`src/rtl/serial_tx.sv`:
```
// Byte-wide asynchronous serial transmitter. A one-byte holding register sits
// in front of the shift engine so the next character can queue mid-frame.
module serial_tx #(
  parameter int CLKS_PER_BIT = 5208,
  parameter int PARITY       = 0,
  parameter int STOP_BITS    = 1
) (
  input  logic       sysclk,
  input  logic       rst_n,
  input  logic [7:0] data,
  input  logic       start,
  output logic       cereal,
  output logic       status,
  output logic       busy
);
  localparam int            BW        = (CLKS_PER_BIT > 1) ? $clog2(CLKS_PER_BIT) : 1;
  localparam logic [BW-1:0] BAUD_MAX  = BW'(CLKS_PER_BIT - 1);
  localparam logic          STOP_LAST = (STOP_BITS == 2);
  localparam logic          ODD       = (PARITY == 2);

  localparam logic [2:0] S_IDLE  = 3'd0;
  localparam logic [2:0] S_START = 3'd1;
  localparam logic [2:0] S_DATA  = 3'd2;
  localparam logic [2:0] S_PAR   = 3'd3;
  localparam logic [2:0] S_STOP  = 3'd4;

  logic [2:0]    state, state_nx;
  logic [BW-1:0] baud;
  logic [2:0]    bit_cnt, bit_cnt_nx;
  logic          stop_cnt, stop_cnt_nx;
  logic [7:0]    shift, shift_nx, hold;
  logic          par, par_nx;
  logic          bit_end, load, accept, line_nx;

  assign bit_end = (baud == BAUD_MAX);
  assign accept  = start && !status;

  always_comb begin
    state_nx    = state;
    bit_cnt_nx  = bit_cnt;
    stop_cnt_nx = stop_cnt;
    shift_nx    = shift;
    par_nx      = par;
    load        = 1'b0;
    case (state)
      S_IDLE:  if (status) load = 1'b1;
      S_START: if (bit_end) state_nx = S_DATA;
      S_DATA:
        if (bit_end) begin
          if (bit_cnt == 3'd7) begin
            state_nx = (PARITY != 0) ? S_PAR : S_STOP;
          end else begin
            shift_nx   = shift >> 1;
            bit_cnt_nx = bit_cnt + 3'd1;
          end
        end
      S_PAR:   if (bit_end) state_nx = S_STOP;
      S_STOP:
        if (bit_end) begin
          // Last stop cycle: chain straight into the queued byte when present.
          if (stop_cnt == STOP_LAST) begin
            if (status) load = 1'b1;
            else        state_nx = S_IDLE;
          end else begin
            stop_cnt_nx = 1'b1;
          end
        end
      default: state_nx = S_IDLE;
    endcase
    if (load) begin
      state_nx    = S_START;
      shift_nx    = hold;
      par_nx      = (^hold) ^ ODD;
      bit_cnt_nx  = 3'd0;
      stop_cnt_nx = 1'b0;
    end
  end

  always_comb begin
    line_nx = 1'b1;
    case (state_nx)
      S_START: line_nx = 1'b0;
      S_DATA:  line_nx = shift_nx[0];
      S_PAR:   line_nx = par_nx;
      default: line_nx = 1'b1;
    endcase
  end

  always_ff @(posedge sysclk or negedge rst_n) begin
    if (!rst_n) begin
      state    <= S_IDLE;
      baud     <= '0;
      bit_cnt  <= 3'd0;
      stop_cnt <= 1'b0;
      shift    <= 8'd0;
      par      <= 1'b0;
      hold     <= 8'd0;
      status   <= 1'b0;
      busy     <= 1'b0;
      cereal   <= 1'b1;
    end else begin
      state    <= state_nx;
      bit_cnt  <= bit_cnt_nx;
      stop_cnt <= stop_cnt_nx;
      shift    <= shift_nx;
      par      <= par_nx;
      // Baud count restarts on every bit boundary and every state entry.
      if (bit_end || state_nx == S_IDLE || state_nx != state) baud <= '0;
      else                                                     baud <= baud + 1'b1;
      if (load) begin
        status <= 1'b0;
      end else if (accept) begin
        status <= 1'b1;
        hold   <= data;
      end
      busy   <= (state_nx != S_IDLE);
      cereal <= line_nx;
    end
  end
endmodule

```
`config.mk`:
```
export PLATFORM = sky130hd
export DESIGN_NAME = serial_tx
export DESIGN_NICKNAME = d
export VERILOG_FILES = /design/src/rtl/serial_tx.sv
export SDC_FILE = /design/constraint.sdc
export NUM_CORES = 1
export LEC_CHECK = 0
export BUFFER_PORTS_ARGS = -buffer_cell sky130_fd_sc_hd__buf_4
export CORE_ASPECT_RATIO = 1.5
export CORE_MARGIN = 4
export CORE_UTILIZATION = 42
export DETAILED_ROUTE_END_ITERATION = 6
export SLEW_MARGIN = 20
export SYNTH_ARGS = -nofsm -noshare
export SYNTH_HDL_FRONTEND = slang
export SYNTH_SLANG_ARGS = --single-unit
```
`constraint.sdc`:
```
create_clock -name sysclk -period 1.9 [get_ports sysclk]
set_clock_uncertainty 0.15 [all_clocks]
set_input_delay 0.19 -clock sysclk [delete_from_list [all_inputs] [get_ports sysclk]]
set_output_delay 0.19 -clock sysclk [all_outputs]
set_load 0.02 [all_outputs]
```
Yosys cells after proc, flatten, opt, wreduce, memory -nomap -nowiden

Index checks and enable logic that the tools add are counted.

Flip-flop bits (word level): 40
Latch bits: 0
RAM bits: 0
ROM bits: 0
Input port bits: 11
Output and inout bits: 3
Word-level logic and storage cells: 70
Memories kept: 0

Add/subtract/negate cells: 2
Multiply operators: 0
Divide/modulo/power cells: 0
$lt $le $gt $ge: 0
Equal/unequal tests: 11
Shifts and indexed selects: 0
Muxes and demuxes: 30
Bitwise logic cells: 1
Reduce and logical (&&, ||, !) cells: 15

Operators by type and width:

| cell                                                            | count |
|---|---|
| 3-bit 2-to-1 mux                                                | 12 |
| 8-bit 2-to-1 mux                                                | 4 |
| 3-bit one-hot mux with 5 select lines                           | 1 |
| 13-bit by 1-bit adder with 13-bit output, second input constant | 1 |
| 13-bit == test, second input constant                           | 1 |
| 13-bit 2-to-1 mux                                               | 1 |
| 3-bit by 2-bit == test with 1-bit output, second input constant | 4 |
| 1-bit 2-to-1 mux                                                | 10 |
| 2-bit nonzero test                                              | 4 |
| 8-bit parity                                                    | 1 |
| 3-bit by 1-bit == test with 1-bit output, second input constant | 2 |
| 3-bit == test, second input constant                            | 2 |
| 3-bit logical NOT                                               | 2 |
| 2-bit AND reduction                                             | 2 |
| 3-bit by 1-bit adder with 3-bit output, second input constant   | 1 |
| 3-bit inequality test                                           | 1 |
| 1-bit one-hot mux with 3 select lines                           | 1 |
| 3-bit AND reduction                                             | 1 |
| 3-bit nonzero test                                              | 1 |
| 1-bit logical OR                                                | 2 |
| 2-bit inequality test, second input constant                    | 1 |
| 1-bit one-hot mux with 2 select lines                           | 1 |
| 1-bit logical AND                                               | 1 |
| 1-bit logical NOT                                               | 1 |
| 1-bit NOT                                                       | 1 |

Depth between registers and ports, before layout

Gate-level depths: netlist of the first run.

Depth in word-level cells: 9
Gate-level depth with buffers: 7

Worst setup path before layout of the first run

No wires, ideal clock.

Path kind: reg2reg
Start point: register bit_cnt[0]
End point: register cereal
Library setup time: 0.094 ns
Data arrival time: 1.857 ns
Path slack: -0.201 ns
Stages on the path, launching flop included: 8
Period minus slack after synthesis: 2.101 ns
Path through: dfrtp_1 -> ha_1 -> ha_1 -> nor4b_2 -> nand4_2 -> mux2_1 -> mux2_4 -> a2bb2oi_1

RTL lines:

| element                               | line | source |
|---|---|---|
| start, declared                       | 29   | `logic [2:0] bit_cnt, bit_cnt_nx;` |
| start signal, assigned                | 103  | `bit_cnt <= bit_cnt_nx;` |
| 3-bit == test                         | 50   | `if (bit_cnt == 3'd7) begin` |
| 8-bit 2-to-1 mux                      | 50   |  |
| 8-bit 2-to-1 mux                      | 49   | `if (bit_end) begin` |
| 8-bit 2-to-1 mux                      | 45   | `case (state)` |
| 8-bit 2-to-1 mux                      | 70   | `if (load) begin` |
| via shift_nx[0]                       | 31   | `logic [7:0] shift, shift_nx, hold;` |
| 1-bit one-hot mux with 3 select lines | 81   | `case (state_nx)` |
| via line_nx                           | 33   | `logic bit_end, load, accept, line_nx;` |
| end signal, assigned                  | 117  | `cereal <= line_nx;` |
| end, declared                         | 12   | `output logic cereal,` |

The timed path passes the listed nets, and every way through them passes these cells. The select of a mux whose other input is x is not followed.
A chain may end at the register's enable or synchronous reset.

Final worst setup path of the first run

Start point: register bit_cnt[1]
End point: register cereal

Same word-level chain as after synthesis.

==> results of run 1 <==
## final timing paths
kind,start,end,depth (start not counted),slack [ns]
max,bit_cnt[1],cereal,7,-0.25
min,rst_n,baud[11],2,0.24
max reg2reg,bit_cnt[1],cereal,7,-0.25
min reg2reg,shift[5],shift[5],1,0.35
max in group asynchronous,rst_n,cereal,2,1.00
min in group sysclk,shift[5],shift[5],1,0.35
## cells by family (layout without fill, tap and decap cells)
group / count (synthesis) / count (layout) / synth area share
simple gates: 61 / 61 / 0.185
compound gates: 24 / 24 / 0.101
flops: 39 / 39 / 0.517
mux: 11 / 11 / 0.0662
buf+inv: 9 / 59 / 0.0192
xor+xnor: 20 / 20 / 0.0927
fa+ha+maj: 3 / 3 / 0.0199
## routing by layer
metal,track usage,vias up
li1,-,681
met1,0.177,701
met2,0.280,18
met3,0.0312,7
met4,0.0645,0
met5,0,-
## registers in the layout, summed over array words and instances (netlist names)
signal and cells:
baud 13, bit_cnt 3, busy 1, cereal 1
hold 8, par 1, shift 8, state 3
status 1
## placed cells by master (no fill, tap or decap), drive strengths merged, types with 5 or more instances in the layout
| master | n |
|---|---|
| nand3 | 5 |
| buf | 37 |
| o22a | 6 |
| nand2 | 11 |
| nor2 | 21 |
| xnor2 | 13 |
| dlygate4sd3 | 10 |
| xor2 | 7 |
| dfrtp | 38 |
| and3 | 5 |
| mux2 | 9 |
| clkbuf | 6 |
| o21a | 6 |
## power groups by stage
| stage | Sequential, W | Clock, W | Combinational, W |
|---|---|---|---|
| finish | 0.00109 | 0.000717 | 0.000607 |
| global route | 0.00111 | 0.000783 | 0.000684 |
| CTS | 0.00109 | 0.000734 | 0.000598 |
| detailed placement | 0.00111 | 0 | 0.000580 |
| global placement | 0.00110 | 0 | 0.000566 |
| floorplan | 0.00110 | 0 | 0.000339 |
## final cells by class
cell class                      count  area [um^2]
Clock inverter                      2         35.0
Timing Repair Buffer               47          390
Clock buffer                        6         82.6
Multi-Input combinational cell    119          927
Tap cell                           46         57.6
Fill cell                         347         1800
Inverter                            4         15.0
Sequential cell                    39          977
## per-stage QoR
stage	instance area, um^2	hold WS, ns	power [W]
6_report	2480	0.241	0.00241
3_5_place_dp	2240	0.0453	0.00169
4_1_cts	2460	0.272	0.00242
3_3_place_gp	2240	0.0350	0.00167
2_1_floorplan	1920	-0.256	0.00144
5_1_grt	2480	0.285	0.00258
## worst reg2reg max path, stage by stage, from the launching register on
cell	delay [ns]
sky130_fd_sc_hd__dfrtp_1	0.40
sky130_fd_sc_hd__ha_2	0.21
sky130_fd_sc_hd__ha_4	0.17
sky130_fd_sc_hd__nor4b_4	0.28
sky130_fd_sc_hd__nand4_2	0.15
sky130_fd_sc_hd__mux2_4	0.33
sky130_fd_sc_hd__mux2_4	0.26
sky130_fd_sc_hd__a2bb2oi_1	0.14
## repair_timing
item,in CTS,in global routing
buffers inserted,1,2
resized for setup,2,3
pin swaps,0,2
setup endpoints to repair,12,15
endpoints found under the hold margin,47,0
hold buffers,10,0
==> flow_summary.html, run 1 <==
<table>
<tr><th>Metric</th><th>Value</th></tr>
<tr><th colspan="2">Floorplan</th></tr>
<tr><td>Count of pins on the block boundary</td><td>14</td></tr>
<tr><td>Rows</td><td>29</td></tr>
<tr><td>Vertical die dimension</td><td>90.2 um</td></tr>
<tr><td>Overall die width</td><td>62.8 um</td></tr>
<tr><td>Floorplan die area</td><td>5660 um^2</td></tr>
<tr><td>Initial core utilization</td><td>0.442</td></tr>
<tr><td>Std-Cell Core Area</td><td>4280 um^2</td></tr>
<tr><th colspan="2">Logic synthesis</th></tr>
<tr><td>Post-synthesis register bit count</td><td>39</td></tr>
<tr><td>Area of the mapped netlist</td><td>1890 um^2</td></tr>
<tr><td>Post-Synthesis Net Count</td><td>181</td></tr>
<tr><td>Most instantiated library cell after synthesis</td><td>sky130_fd_sc_hd__dfrtp_1</td></tr>
<tr><td>Post-synth top area share</td><td>0.503</td></tr>
<tr><td>Post-synthesis cell type with the largest combined area</td><td>sky130_fd_sc_hd__dfrtp_1</td></tr>
<tr><td>Mean cell area of the mapped netlist</td><td>11.3 um^2</td></tr>
<tr><td>Distinct cell type count after synthesis</td><td>42</td></tr>
<tr><td>Count of yosys warnings during synthesis</td><td>0</td></tr>
<tr><td>Fraction of registers with async set or reset after synthesis</td><td>1.00</td></tr>
<tr><td>Largest cells by area after synthesis</td><td>sky130_fd_sc_hd__dfrtp_1, sky130_fd_sc_hd__xnor2_1, sky130_fd_sc_hd__mux2_2</td></tr>
<tr><td>Share of synthesized area occupied by flip-flops and latches</td><td>0.517</td></tr>
<tr><td>Number of cells produced by synthesis</td><td>167</td></tr>
<tr><td>Count of flip-flops with a built-in enable after synthesis</td><td>0</td></tr>
<tr><td>Commonest cells post-synth</td><td>sky130_fd_sc_hd__dfrtp_1, sky130_fd_sc_hd__nor2_1, sky130_fd_sc_hd__xnor2_1</td></tr>
<tr><td>Top flip-flop cell by instance count after synthesis</td><td>sky130_fd_sc_hd__dfrtp_1</td></tr>
<tr><th colspan="2">Critical path</th></tr>
<tr><td>Critical Path End Type</td><td>flip-flop</td></tr>
<tr><td>Worst setup SP type</td><td>flip-flop</td></tr>
<tr><td>Maximum single-stage delay on the critical path</td><td>0.40 ns</td></tr>
<tr><td>Endpoint arrival time on the critical path</td><td>2.22 ns</td></tr>
<tr><td>Peak fanout along the critical path</td><td>2</td></tr>
<tr><td>Buffering stage count on the worst path with inverters included</td><td>0</td></tr>
<tr><td>Dominant delay contributor by cell family on the critical path</td><td>multiplexers</td></tr>
<tr><td>CP most frequent cell</td><td>sky130_fd_sc_hd__mux2_4</td></tr>
<tr><td>Worst-path cell with the longest stage delay</td><td>sky130_fd_sc_hd__dfrtp_1</td></tr>
<tr><td>Category of the critical setup timing path</td><td>reg2reg</td></tr>
<tr><td>Data required time at the worst endpoint</td><td>1.97 ns</td></tr>
<tr><td>Crit-path cells</td><td>ha_2 &gt; ha_4 &gt; nor4b_4 &gt; nand4_2 &gt; mux2_4 &gt; mux2_4 &gt; a2bb2oi_1</td></tr>
<tr><th colspan="2">Cells and area</th></tr>
<tr><td>Util after Layout</td><td>0.580</td></tr>
<tr><td>Number of antenna diodes</td><td>0</td></tr>
<tr><td>Post-route insts no fill</td><td>263</td></tr>
<tr><td>Area Growth Syn to Fin</td><td>31.4%</td></tr>
<tr><td>Fraction of layout instances using a drive strength above 1</td><td>0.318</td></tr>
<tr><td>Post-layout nets</td><td>230</td></tr>
<tr><th colspan="2">Route</th></tr>
<tr><td>Detailed route wirelength on metal3</td><td>99 um</td></tr>
<tr><td>Total met2 wirelength after detailed routing</td><td>2.19 mm</td></tr>
<tr><td>Vias/cell</td><td>5.35</td></tr>
<tr><td>Iter 0 DRT Violations</td><td>61</td></tr>
<tr><td>Sum of routed wire segments on met1</td><td>1.52 mm</td></tr>
<tr><td>Top layer in use</td><td>met4</td></tr>
<tr><td>Sum of routed wire length over all layers</td><td>3.88 mm</td></tr>
<tr><td>Antenna-violating nets left</td><td>0</td></tr>
<tr><td>DRC viols</td><td>0</td></tr>
<tr><td>Average wire per cell in the routed design</td><td>14.8 um</td></tr>
<tr><td>Vias</td><td>1407</td></tr>
<tr><td>Detailed-routing iteration count for the pre-antenna-repair pass</td><td>4</td></tr>
<tr><th colspan="2">Power</th></tr>
<tr><td>Part of the total power dissipated in the clock network</td><td>0.297</td></tr>
<tr><td>Internal Power</td><td>0.00178 W</td></tr>
<tr><td>Leakage power</td><td>1.15 nW</td></tr>
<tr><td>Combinational group share of total power</td><td>0.252</td></tr>
<tr><td>Pwr Density</td><td>970 nW/um^2</td></tr>
<tr><td>Switching component of the power</td><td>0.000635 W</td></tr>
<tr><td>Net Sw Frac</td><td>0.263</td></tr>
<tr><td>Power share of the sequential group</td><td>0.451</td></tr>
<tr><td>VDD IR max</td><td>590 uV</td></tr>
<tr><th colspan="2">STA</th></tr>
<tr><td>Count of endpoints failing setup in the final report</td><td>11</td></tr>
<tr><td>Max-slew violation total from the final report</td><td>0</td></tr>
<tr><td>Top achievable clock speed</td><td>465 MHz</td></tr>
<tr><td>Worst-margin pin slew</td><td>0.488 ns</td></tr>
<tr><td>Final critical delay including setup and external delays</td><td>2.15 ns</td></tr>
<tr><td>RSZ-0062 raised after global routing</td><td>true</td></tr>
<tr><td>Period utilization</td><td>1.13</td></tr>
<tr><td>Number of hold violations in the final report</td><td>0</td></tr>
<tr><td>Final setup slack of the worst path</td><td>-0.250 ns</td></tr>
<tr><td>Worst slew margin relative to its limit</td><td>0.674</td></tr>
<tr><td>Total Neg Setup Slack</td><td>-0.991 ns</td></tr>
<tr><th colspan="2">GRT</th></tr>
<tr><td>GR Util All Layers</td><td>0.156</td></tr>
<tr><td>Pin count of the biggest net entering global routing</td><td>40</td></tr>
<tr><td>Global-route wire length before repair</td><td>7.04 mm</td></tr>
<tr><td>Number of antenna violations at the first check in global routing</td><td>0</td></tr>
<tr><td>GRT overflow</td><td>0</td></tr>
<tr><td>Via count of the first global-routing pass</td><td>1526</td></tr>
<tr><th colspan="2">Outcome</th></tr>
<tr><td>Result of the run</td><td>complete, but fails checks</td></tr>
<tr><td>Failing checks</td><td>setup timing</td></tr>
<tr><th colspan="2">Placed design</th></tr>
<tr><td>Final weighted congestion of routability-driven global placement</td><td>0.896</td></tr>
<tr><td>Post-DP HPWL</td><td>2.83 mm</td></tr>
<tr><td>Total of buffers placed on input and output ports</td><td>13</td></tr>
<tr><td>Worst slack, placed</td><td>-0.259 ns</td></tr>
<tr><td>Total instance count after detailed placement</td><td>244</td></tr>
<tr><th colspan="2">Clocking</th></tr>
<tr><td>Clock tree sinks</td><td>39</td></tr>
<tr><td>Clock-pin slew on the worst setup and hold paths</td><td>0.08 ns</td></tr>
<tr><td>Number of buffers created by CTS</td><td>5</td></tr>
<tr><td>TritonCTS clock tree</td><td>done</td></tr>
<tr><td>Maximum count of clock buffers along a single path</td><td>2</td></tr>
<tr><td>CTS H-Tree Depth</td><td>2</td></tr>
<tr><td>CTS Root Cell</td><td>sky130_fd_sc_hd__clkbuf_8</td></tr>
<tr><td>Source-to-sink clock delay at the later pin of the worst-skew pair</td><td>0.29 ns</td></tr>
<tr><th colspan="2">Run</th></tr>
<tr><td>Reported max-cap violation count</td><td>0</td></tr>
<tr><th colspan="2">Min path</th></tr>
<tr><td>Type of the tightest min-delay check</td><td>in2async</td></tr>
</table>
No activity file was read; power rests on OpenSTA's default activity.
==> run 2, diff against run 1 <==
--- a/config.mk
+++ b/config.mk
@@ -5,11 +5,13 @@
 export SDC_FILE = /design/constraint.sdc
 export NUM_CORES = 1
 export LEC_CHECK = 0
+export ABC_AREA = 1
 export BUFFER_PORTS_ARGS = -buffer_cell sky130_fd_sc_hd__buf_4
 export CORE_ASPECT_RATIO = 1.5
 export CORE_MARGIN = 4
 export CORE_UTILIZATION = 42
 export DETAILED_ROUTE_END_ITERATION = 6
+export SETUP_SLACK_MARGIN = 0.2
 export SLEW_MARGIN = 20
 export SYNTH_ARGS = -nofsm -noshare
 export SYNTH_HDL_FRONTEND = slang
==> run 2 against run 1 <==
  * The run now ends clean
  * Die area rose by 12%
  * Sequential share of layout area fell by 5.8 points
  * Synthesized cell count rose by 35%
  * Non-clock buffer count rose by 6
  * Clock power rose by 13%
  * Worst hold slack got worse by 0.024 ns
  * Global-route usage barely moved
  * Area after synthesis rose by 14%
  * Final cell count rose by 33%
  * Via count rose by 16%
  * Combinational power fell by 41%
  * Clock-buffer cell count did not move
  * Largest power group unchanged
==> flow_summary.html, run 2 <==
<table>
<tr><th>Metric</th><th>Value</th></tr>
<tr><th colspan="2">Floorplan</th></tr>
<tr><td>Count of pins on the block boundary</td><td>14</td></tr>
<tr><td>Floorplan die area</td><td>6340 um^2</td></tr>
<tr><td>Std-Cell Core Area</td><td>4890 um^2</td></tr>
<tr><td>Vertical die dimension</td><td>95.6 um</td></tr>
<tr><td>Overall die width</td><td>66.4 um</td></tr>
<tr><td>Rows</td><td>31</td></tr>
<tr><td>Initial core utilization</td><td>0.439</td></tr>
<tr><th colspan="2">Cells and area</th></tr>
<tr><td>Number of antenna diodes</td><td>0</td></tr>
<tr><td>Max reg flops</td><td>13</td></tr>
<tr><td>Most common cell after layout, fill and taps aside</td><td>sky130_fd_sc_hd__buf_4</td></tr>
<tr><td>Post-layout nets</td><td>297</td></tr>
<tr><td>Post-layout instance area</td><td>2910 um^2</td></tr>
<tr><td>Top library cells by usage in the layout, fill and taps aside</td><td>sky130_fd_sc_hd__buf_4, sky130_fd_sc_hd__dfrtp_1, sky130_fd_sc_hd__nand2_1, sky130_fd_sc_hd__nor2_1, sky130_fd_sc_hd__inv_1</td></tr>
<tr><td>Util after Layout</td><td>0.596</td></tr>
<tr><td>Area Growth Syn to Fin</td><td>35.7%</td></tr>
<tr><td>Most flops, register</td><td>baud</td></tr>
<tr><td>Fraction of layout instances using a drive strength above 1</td><td>0.412</td></tr>
<tr><td>Registers with the highest flip-flop counts</td><td>baud: 13 flops, hold: 8 flops, shift: 8 flops</td></tr>
<tr><th colspan="2">Critical path</th></tr>
<tr><td>Dominant delay contributor by cell family on the critical path</td><td>simple AND/OR/NAND/NOR gates</td></tr>
<tr><td>Start point of the critical path</td><td>baud[1]</td></tr>
<tr><td>Category of the critical setup timing path</td><td>reg2reg</td></tr>
<tr><td>Crit-path cells</td><td>ha_4 &gt; nand2_4 &gt; nor2_2 &gt; nand3_2 &gt; nand2_2 &gt; nand2_4 &gt; buf_4 &gt; inv_4 &gt; or2_2 &gt; and2_4</td></tr>
<tr><td>Worst setup SP type</td><td>flip-flop</td></tr>
<tr><td>Peak fanout along the critical path</td><td>6</td></tr>
<tr><td>Cell depth of the worst flop-to-flop path</td><td>10</td></tr>
<tr><td>R2r endpoint</td><td>par</td></tr>
<tr><td>Critical Path End Type</td><td>flip-flop</td></tr>
<tr><td>Endpoint arrival time on the critical path</td><td>1.91 ns</td></tr>
<tr><td>CP most frequent cell</td><td>sky130_fd_sc_hd__nand2_4</td></tr>
<tr><td>Worst-path cell with the longest stage delay</td><td>sky130_fd_sc_hd__dfrtp_1</td></tr>
<tr><td>Worst R2R Setup Slack</td><td>0.03 ns</td></tr>
<tr><td>Maximum single-stage delay on the critical path</td><td>0.41 ns</td></tr>
<tr><td>Data required time at the worst endpoint</td><td>1.94 ns</td></tr>
<tr><td>Buffering stage count on the worst path with inverters included</td><td>2</td></tr>
<tr><td>Worst r2r src</td><td>baud[1]</td></tr>
<tr><th colspan="2">Logic synthesis</th></tr>
<tr><td>Commonest cells post-synth</td><td>sky130_fd_sc_hd__dfrtp_1, sky130_fd_sc_hd__nor2_1, sky130_fd_sc_hd__nand2_1</td></tr>
<tr><td>Area of the mapped netlist</td><td>2150 um^2</td></tr>
<tr><td>Most instantiated library cell after synthesis</td><td>sky130_fd_sc_hd__dfrtp_1</td></tr>
<tr><td>Post-synthesis cell type with the largest combined area</td><td>sky130_fd_sc_hd__dfrtp_1</td></tr>
<tr><td>Post-synthesis register bit count</td><td>39</td></tr>
<tr><td>Distinct cell type count after synthesis</td><td>31</td></tr>
<tr><td>Mean cell area of the mapped netlist</td><td>9.54 um^2</td></tr>
<tr><td>Share of synthesized area occupied by flip-flops and latches</td><td>0.455</td></tr>
<tr><td>Post-synth top area share</td><td>0.443</td></tr>
<tr><td>Number of cells produced by synthesis</td><td>225</td></tr>
<tr><td>Largest cells by area after synthesis</td><td>sky130_fd_sc_hd__dfrtp_1, sky130_fd_sc_hd__nor2_1, sky130_fd_sc_hd__nor2_4</td></tr>
<tr><td>Post-Synthesis Net Count</td><td>239</td></tr>
<tr><td>Top flip-flop cell by instance count after synthesis</td><td>sky130_fd_sc_hd__dfrtp_1</td></tr>
<tr><td>Fraction of registers with async set or reset after synthesis</td><td>1.00</td></tr>
<tr><td>Count of yosys warnings during synthesis</td><td>0</td></tr>
<tr><td>Count of flip-flops with a built-in enable after synthesis</td><td>0</td></tr>
<tr><th colspan="2">STA</th></tr>
<tr><td>Period utilization</td><td>0.982</td></tr>
<tr><td>Worst-margin pin slew</td><td>0.509 ns</td></tr>
<tr><td>Top achievable clock speed</td><td>536 MHz</td></tr>
<tr><td>Final critical delay including setup and external delays</td><td>1.87 ns</td></tr>
<tr><td>Max-slew violation total from the final report</td><td>0</td></tr>
<tr><td>Count of endpoints failing setup in the final report</td><td>0</td></tr>
<tr><td>Total Neg Setup Slack</td><td>0 ns</td></tr>
<tr><td>RSZ-0062 raised after global routing</td><td>true</td></tr>
<tr><td>Final setup slack of the worst path</td><td>0.0336 ns</td></tr>
<tr><td>Worst slew margin relative to its limit</td><td>0.661</td></tr>
<tr><td>Number of hold violations in the final report</td><td>0</td></tr>
<tr><th colspan="2">GRT</th></tr>
<tr><td>Via count of the first global-routing pass</td><td>1709</td></tr>
<tr><td>Global-route wire length before repair</td><td>7.46 mm</td></tr>
<tr><td>GR Util All Layers</td><td>0.156</td></tr>
<tr><td>Pin count of the biggest net entering global routing</td><td>40</td></tr>
<tr><td>GRT overflow</td><td>0</td></tr>
<tr><td>Number of antenna violations at the first check in global routing</td><td>0</td></tr>
<tr><th colspan="2">Route</th></tr>
<tr><td>Antenna-violating nets left</td><td>0</td></tr>
<tr><td>Vias/cell</td><td>4.68</td></tr>
<tr><td>Average wire per cell in the routed design</td><td>12.5 um</td></tr>
<tr><td>DRC viols</td><td>0</td></tr>
<tr><td>Sum of routed wire length over all layers</td><td>4.37 mm</td></tr>
<tr><td>Detailed-routing iteration count for the pre-antenna-repair pass</td><td>4</td></tr>
<tr><td>Vias</td><td>1638</td></tr>
<tr><td>Iter 0 DRT Violations</td><td>50</td></tr>
<tr><th colspan="2">Min path</th></tr>
<tr><td>Hold Path End</td><td>status</td></tr>
<tr><td>Count of cells along the worst hold path</td><td>3</td></tr>
<tr><td>Type of the tightest min-delay check</td><td>in2reg</td></tr>
<tr><td>Worst Min Path Start</td><td>start</td></tr>
<tr><th colspan="2">Placed design</th></tr>
<tr><td>Worst slack, placed</td><td>-0.00261 ns</td></tr>
<tr><td>Final weighted congestion of routability-driven global placement</td><td>0.864</td></tr>
<tr><td>Placed inst area</td><td>2460 um^2</td></tr>
<tr><td>Post-DP HPWL</td><td>3.17 mm</td></tr>
<tr><td>Total of buffers placed on input and output ports</td><td>13</td></tr>
<tr><th colspan="2">Clocking</th></tr>
<tr><td>Maximum count of clock buffers along a single path</td><td>2</td></tr>
<tr><td>CTS H-Tree Depth</td><td>2</td></tr>
<tr><td>Source-to-sink clock delay at the later pin of the worst-skew pair</td><td>0.29 ns</td></tr>
<tr><td>Clock-pin slew on the worst setup and hold paths</td><td>0.08 ns</td></tr>
<tr><td>CTS Root Cell</td><td>sky130_fd_sc_hd__clkbuf_8</td></tr>
<tr><td>TritonCTS clock tree</td><td>done</td></tr>
<tr><td>Clock tree sinks</td><td>39</td></tr>
<tr><td>Number of buffers created by CTS</td><td>5</td></tr>
<tr><th colspan="2">Run</th></tr>
<tr><td>Reported max-cap violation count</td><td>0</td></tr>
<tr><th colspan="2">Power</th></tr>
<tr><td>VDD IR max</td><td>717 uV</td></tr>
<tr><td>Leakage power</td><td>1.42 nW</td></tr>
<tr><td>Pwr Density</td><td>730 nW/um^2</td></tr>
<tr><td>Pwr Total</td><td>0.00213 W</td></tr>
<tr><th colspan="2">Outcome</th></tr>
<tr><td>Result of the run</td><td>completed</td></tr>
</table>
-- run 2: repair_timing --
action	in CTS	in global routing
hold buffers	9	0
setup buffers	7	7
endpoints found under the hold margin	46	0
pin swaps	12	4
gates resized for setup	14	18
endpoints found under the setup margin	25	27
-- run 2: stage by stage --
| step | hold slack (ns) | cells |
|---|---|---|
| final | 0.217 | 350 |
| after global routing | 0.287 | 350 |
| after global placement | 0.0462 | 319 |
| after floorplan | -0.256 | 225 |
| after CTS | 0.241 | 343 |
| after detailed placement | 0.0502 | 319 |
-- run 2: cell families after synthesis --
kind of cell,Yosys count,synth area share
mux,8,0.0420
simple gates,116,0.316
compound gates,11,0.0303
flops,39,0.455
xor+xnor,20,0.0816
fa+ha+maj,3,0.0175
buf+inv,28,0.0577
-- run 2: report_power, final --
part	switching [W]	internal, W	leakage (nW)
registers	0.0000627	0.000894	0.499
logic	0.000161	0.000197	0.856
clock network	0.000287	0.000525	0.0654
total	0.000511	0.00162	1.42
-- run 2: worst max-delay path by stage --
stage	endpoint	slack, ns	cells past startpoint
6_report	par	0.03	10
5_1_grt	baud[10]	-0.06	13
4_1_cts	baud[0]	0.02	13
3_5_place_dp	baud[0]	-0.003	11
3_3_place_gp	baud[1]	0.02	11
2_1_floorplan	baud[2]	0.10	13
-- run 2: per-layer routing --
layer | vias up | share of wire | track usage
li1 | 830 | - | -
met1 | 775 | 0.38 | 0.151
met2 | 23 | 0.57 | 0.305
met3 | 10 | 0.024 | 0.0307
met4 | 0 | 0.032 | 0.0763
met5 | - | 0 | 0
-- run 2: cell type report --
class,instances,area (um^2)
Inverter,26,104
Fill cell,450,1970
Sequential cell,39,977
Clock inverter,2,60.1
Tap cell,66,82.6
Timing Repair Buffer,53,453
Multi-Input combinational cell,158,1160
Clock buffer,6,72.6
-- run 2: worst min-delay path: cells and delay by family --
| family | cells | cell delay, ns |
|---|---|---|
| compound gates | 1 | 0.14 |
| simple gates | 1 | 0.21 |
| buf+inv | 1 | 0.08 |
==> run 3, diff against run 2 <==
--- a/config.mk
+++ b/config.mk
@@ -7,10 +7,13 @@
 export LEC_CHECK = 0
 export ABC_AREA = 1
 export BUFFER_PORTS_ARGS = -buffer_cell sky130_fd_sc_hd__buf_4
+export CELL_PAD_IN_SITES_DETAIL_PLACEMENT = 1
+export CELL_PAD_IN_SITES_GLOBAL_PLACEMENT = 2
 export CORE_ASPECT_RATIO = 1.5
 export CORE_MARGIN = 4
-export CORE_UTILIZATION = 42
+export CORE_UTILIZATION = 34
 export DETAILED_ROUTE_END_ITERATION = 6
+export PLACE_DENSITY_LB_ADDON = 0.1
 export SETUP_SLACK_MARGIN = 0.2
 export SLEW_MARGIN = 20
 export SYNTH_ARGS = -nofsm -noshare
==> run 3 against run 2 <==
  * Die area grew 21%
  * Fmax shrank 0.51%
  * Via count grew 4.2%
  * Critical path type unchanged
  * Sequential share of layout area shrank 3.1 points
  * Worst hold slack gained 0.015 ns
  * Final cell count grew 6.6%
  * Global-route usage shrank 0.88 points
  * Final area grew 10%
  * Utilization shrank 7.2 points
  * Register-to-register slack is essentially flat
  * Setup slack lost 0.0096 ns
==> flow_summary.html, run 3 (synthesis gave the netlist of run 2 again) <==
<table>
<tr><th>Metric</th><th>Value</th></tr>
<tr><th colspan="2">Outcome</th></tr>
<tr><td>Result of the run</td><td>completed</td></tr>
<tr><th colspan="2">Clocking</th></tr>
<tr><td>TritonCTS clock tree</td><td>done</td></tr>
<tr><td>CTS H-Tree Depth</td><td>2</td></tr>
<tr><td>Source-to-sink clock delay at the later pin of the worst-skew pair</td><td>0.29 ns</td></tr>
<tr><td>Clock tree sinks</td><td>39</td></tr>
<tr><td>Maximum count of clock buffers along a single path</td><td>2</td></tr>
<tr><td>Clock-pin slew on the worst setup and hold paths</td><td>0.08 ns</td></tr>
<tr><td>Number of buffers created by CTS</td><td>5</td></tr>
<tr><td>CTS Root Cell</td><td>sky130_fd_sc_hd__clkbuf_8</td></tr>
<tr><th colspan="2">STA</th></tr>
<tr><td>Final critical delay including setup and external delays</td><td>1.88 ns</td></tr>
<tr><td>Period utilization</td><td>0.987</td></tr>
<tr><td>RSZ-0062 raised after global routing</td><td>true</td></tr>
<tr><td>Worst-margin pin slew</td><td>0.513 ns</td></tr>
<tr><td>Top achievable clock speed</td><td>533 MHz</td></tr>
<tr><td>Final setup slack of the worst path</td><td>0.0240 ns</td></tr>
<tr><td>Worst slew margin relative to its limit</td><td>0.658</td></tr>
<tr><td>Count of endpoints failing setup in the final report</td><td>0</td></tr>
<tr><td>Number of hold violations in the final report</td><td>0</td></tr>
<tr><td>Max-slew violation total from the final report</td><td>0</td></tr>
<tr><th colspan="2">Route</th></tr>
<tr><td>Average wire per cell in the routed design</td><td>14.4 um</td></tr>
<tr><td>Vias</td><td>1706</td></tr>
<tr><td>DRC viols</td><td>0</td></tr>
<tr><td>Sum of routed wire length over all layers</td><td>5.37 mm</td></tr>
<tr><td>Vias/cell</td><td>4.57</td></tr>
<tr><td>Iter 0 DRT Violations</td><td>9</td></tr>
<tr><td>Detailed-routing iteration count for the pre-antenna-repair pass</td><td>3</td></tr>
<tr><td>Antenna-violating nets left</td><td>0</td></tr>
<tr><th colspan="2">Floorplan</th></tr>
<tr><td>Count of pins on the block boundary</td><td>14</td></tr>
<tr><td>Rows</td><td>35</td></tr>
<tr><td>Floorplan die area</td><td>7680 um^2</td></tr>
<tr><td>Initial core utilization</td><td>0.350</td></tr>
<tr><td>Overall die width</td><td>72.9 um</td></tr>
<tr><td>Std-Cell Core Area</td><td>6130 um^2</td></tr>
<tr><td>Vertical die dimension</td><td>105 um</td></tr>
<tr><th colspan="2">Critical path</th></tr>
<tr><td>Peak fanout along the critical path</td><td>8</td></tr>
<tr><td>Endpoint arrival time on the critical path</td><td>1.91 ns</td></tr>
<tr><td>Category of the critical setup timing path</td><td>reg2reg</td></tr>
<tr><td>Data required time at the worst endpoint</td><td>1.94 ns</td></tr>
<tr><td>Critical Path End Type</td><td>flip-flop</td></tr>
<tr><td>Worst setup SP type</td><td>flip-flop</td></tr>
<tr><th colspan="2">Min path</th></tr>
<tr><td>Type of the tightest min-delay check</td><td>in2reg</td></tr>
<tr><th colspan="2">GRT</th></tr>
<tr><td>GR Util All Layers</td><td>0.148</td></tr>
<tr><td>Number of antenna violations at the first check in global routing</td><td>0</td></tr>
<tr><td>Pin count of the biggest net entering global routing</td><td>40</td></tr>
<tr><td>Via count of the first global-routing pass</td><td>1883</td></tr>
<tr><td>GRT overflow</td><td>0</td></tr>
<tr><td>Global-route wire length before repair</td><td>8.68 mm</td></tr>
<tr><th colspan="2">Power</th></tr>
<tr><td>Switching component of the power</td><td>0.000551 W</td></tr>
<tr><td>Leakage power</td><td>1.53 nW</td></tr>
<tr><td>Combinational group share of total power</td><td>0.170</td></tr>
<tr><td>Part of the total power dissipated in the clock network</td><td>0.382</td></tr>
<tr><td>Internal Power</td><td>0.00162 W</td></tr>
<tr><td>Pwr Density</td><td>675 nW/um^2</td></tr>
<tr><td>VDD IR max</td><td>537 uV</td></tr>
<tr><td>Pwr Total</td><td>0.00217 W</td></tr>
<tr><td>Power share of the sequential group</td><td>0.448</td></tr>
<tr><td>Net Sw Frac</td><td>0.254</td></tr>
<tr><th colspan="2">Placed design</th></tr>
<tr><td>Total of buffers placed on input and output ports</td><td>13</td></tr>
<tr><td>Post-DP HPWL</td><td>3.82 mm</td></tr>
<tr><td>Worst slack, placed</td><td>-0.0423 ns</td></tr>
<tr><td>Final weighted congestion of routability-driven global placement</td><td>0.759</td></tr>
<tr><th colspan="2">Cells and area</th></tr>
<tr><td>Number of antenna diodes</td><td>0</td></tr>
<tr><td>Fraction of layout instances using a drive strength above 1</td><td>0.495</td></tr>
<tr><td>Most flops, register</td><td>baud</td></tr>
<tr><td>Top library cells by usage in the layout, fill and taps aside</td><td>sky130_fd_sc_hd__buf_4, sky130_fd_sc_hd__dfrtp_1, sky130_fd_sc_hd__nand2_1, sky130_fd_sc_hd__nor2_1</td></tr>
<tr><td>Most common cell after layout, fill and taps aside</td><td>sky130_fd_sc_hd__buf_4</td></tr>
<tr><td>Max reg flops</td><td>13</td></tr>
<tr><td>Registers with the highest flip-flop counts</td><td>baud: 13 flops, hold: 8 flops, shift: 8 flops</td></tr>
<tr><td>Area Growth Syn to Fin</td><td>49.6%</td></tr>
<tr><td>Post-layout nets</td><td>312</td></tr>
<tr><th colspan="2">Run</th></tr>
<tr><td>Reported max-cap violation count</td><td>0</td></tr>
</table>
-- run 3: power by group through the flow --
stage | Sequential [W] | Combinational, W | Clock (W)
after global routing | 0.000984 | 0.000414 | 0.000888
after detailed placement | 0.000975 | 0.000357 | 0
after global placement | 0.000972 | 0.000353 | 0
after floorplan | 0.000958 | 0.000272 | 0
after CTS | 0.000959 | 0.000372 | 0.000857
final | 0.000971 | 0.000368 | 0.000829
-- run 3: routing by layer --
| metal | global-route usage | wire, um | vias to the layer above |
|---|---|---|---|
| li1 | - | - | 857 |
| met1 | 0.147 | 1820 | 823 |
| met2 | 0.296 | 3350 | 18 |
| met3 | 0.0239 | 101 | 8 |
| met4 | 0.0435 | 89 | 0 |
| met5 | 0 | 0 | - |
-- run 3: worst max-delay path, cell delays in order (launching register included) --
cell and delay (ns):
sky130_fd_sc_hd__dfrtp_1 0.40, sky130_fd_sc_hd__ha_4 0.17, sky130_fd_sc_hd__nand2_4 0.06, sky130_fd_sc_hd__clkinv_4 0.06, sky130_fd_sc_hd__nand2_4 0.05, sky130_fd_sc_hd__nor2_8 0.11
sky130_fd_sc_hd__nand3_2 0.08, sky130_fd_sc_hd__nand2_2 0.09, sky130_fd_sc_hd__nand3_4 0.09, sky130_fd_sc_hd__nor2_4 0.15, sky130_fd_sc_hd__nand2_4 0.07, sky130_fd_sc_hd__nand3_4 0.09
sky130_fd_sc_hd__buf_12 0.16, sky130_fd_sc_hd__nor2_1 0.05
-- run 3: cell type report --
type,count,area (um^2)
Timing Repair Buffer,68,591
Multi-Input combinational cell,158,1300
Clock inverter,3,67.6
Sequential cell,39,978
Clock buffer,5,68.8
Inverter,26,110
Tap cell,74,92.6
Fill cell,693,2920
-- run 3: timing repair --
item                                    CTS  global route
resized for setup                        32            38
hold endpoints to repair                 46             0
hold buffers                              9             0
pin swaps                                18            14
endpoints found under the setup margin   26            29
buffers inserted                         10             4
cloned                                    0             1
-- run 3: metrics by stage --
stage	TNS [ns]	hold slack, ns	cells	utilization	area (um^2)
after floorplan	0	-0.256	225	-	2150
final	0	0.232	373	0.524	3210
after detailed placement	-0.334	0.0576	341	0.418	2560
after CTS	0	0.263	368	0.488	2990
after global placement	-0.0318	0.0586	341	0.418	2560
after global routing	-1.14	0.275	373	0.524	3210
-- run 3: worst paths after layout --
kind	startpoint	to	slack, ns	cells after the start
min in group asynchronous	rst_n	baud[5]	0.26	2
min reg2reg	shift[6]	shift[6]	0.40	2
min	start	status	0.23	3
max in group asynchronous	rst_n	baud[10]	0.95	2
max reg2reg	baud[1]	baud[0]	0.02	13
max	baud[1]	baud[0]	0.02	13
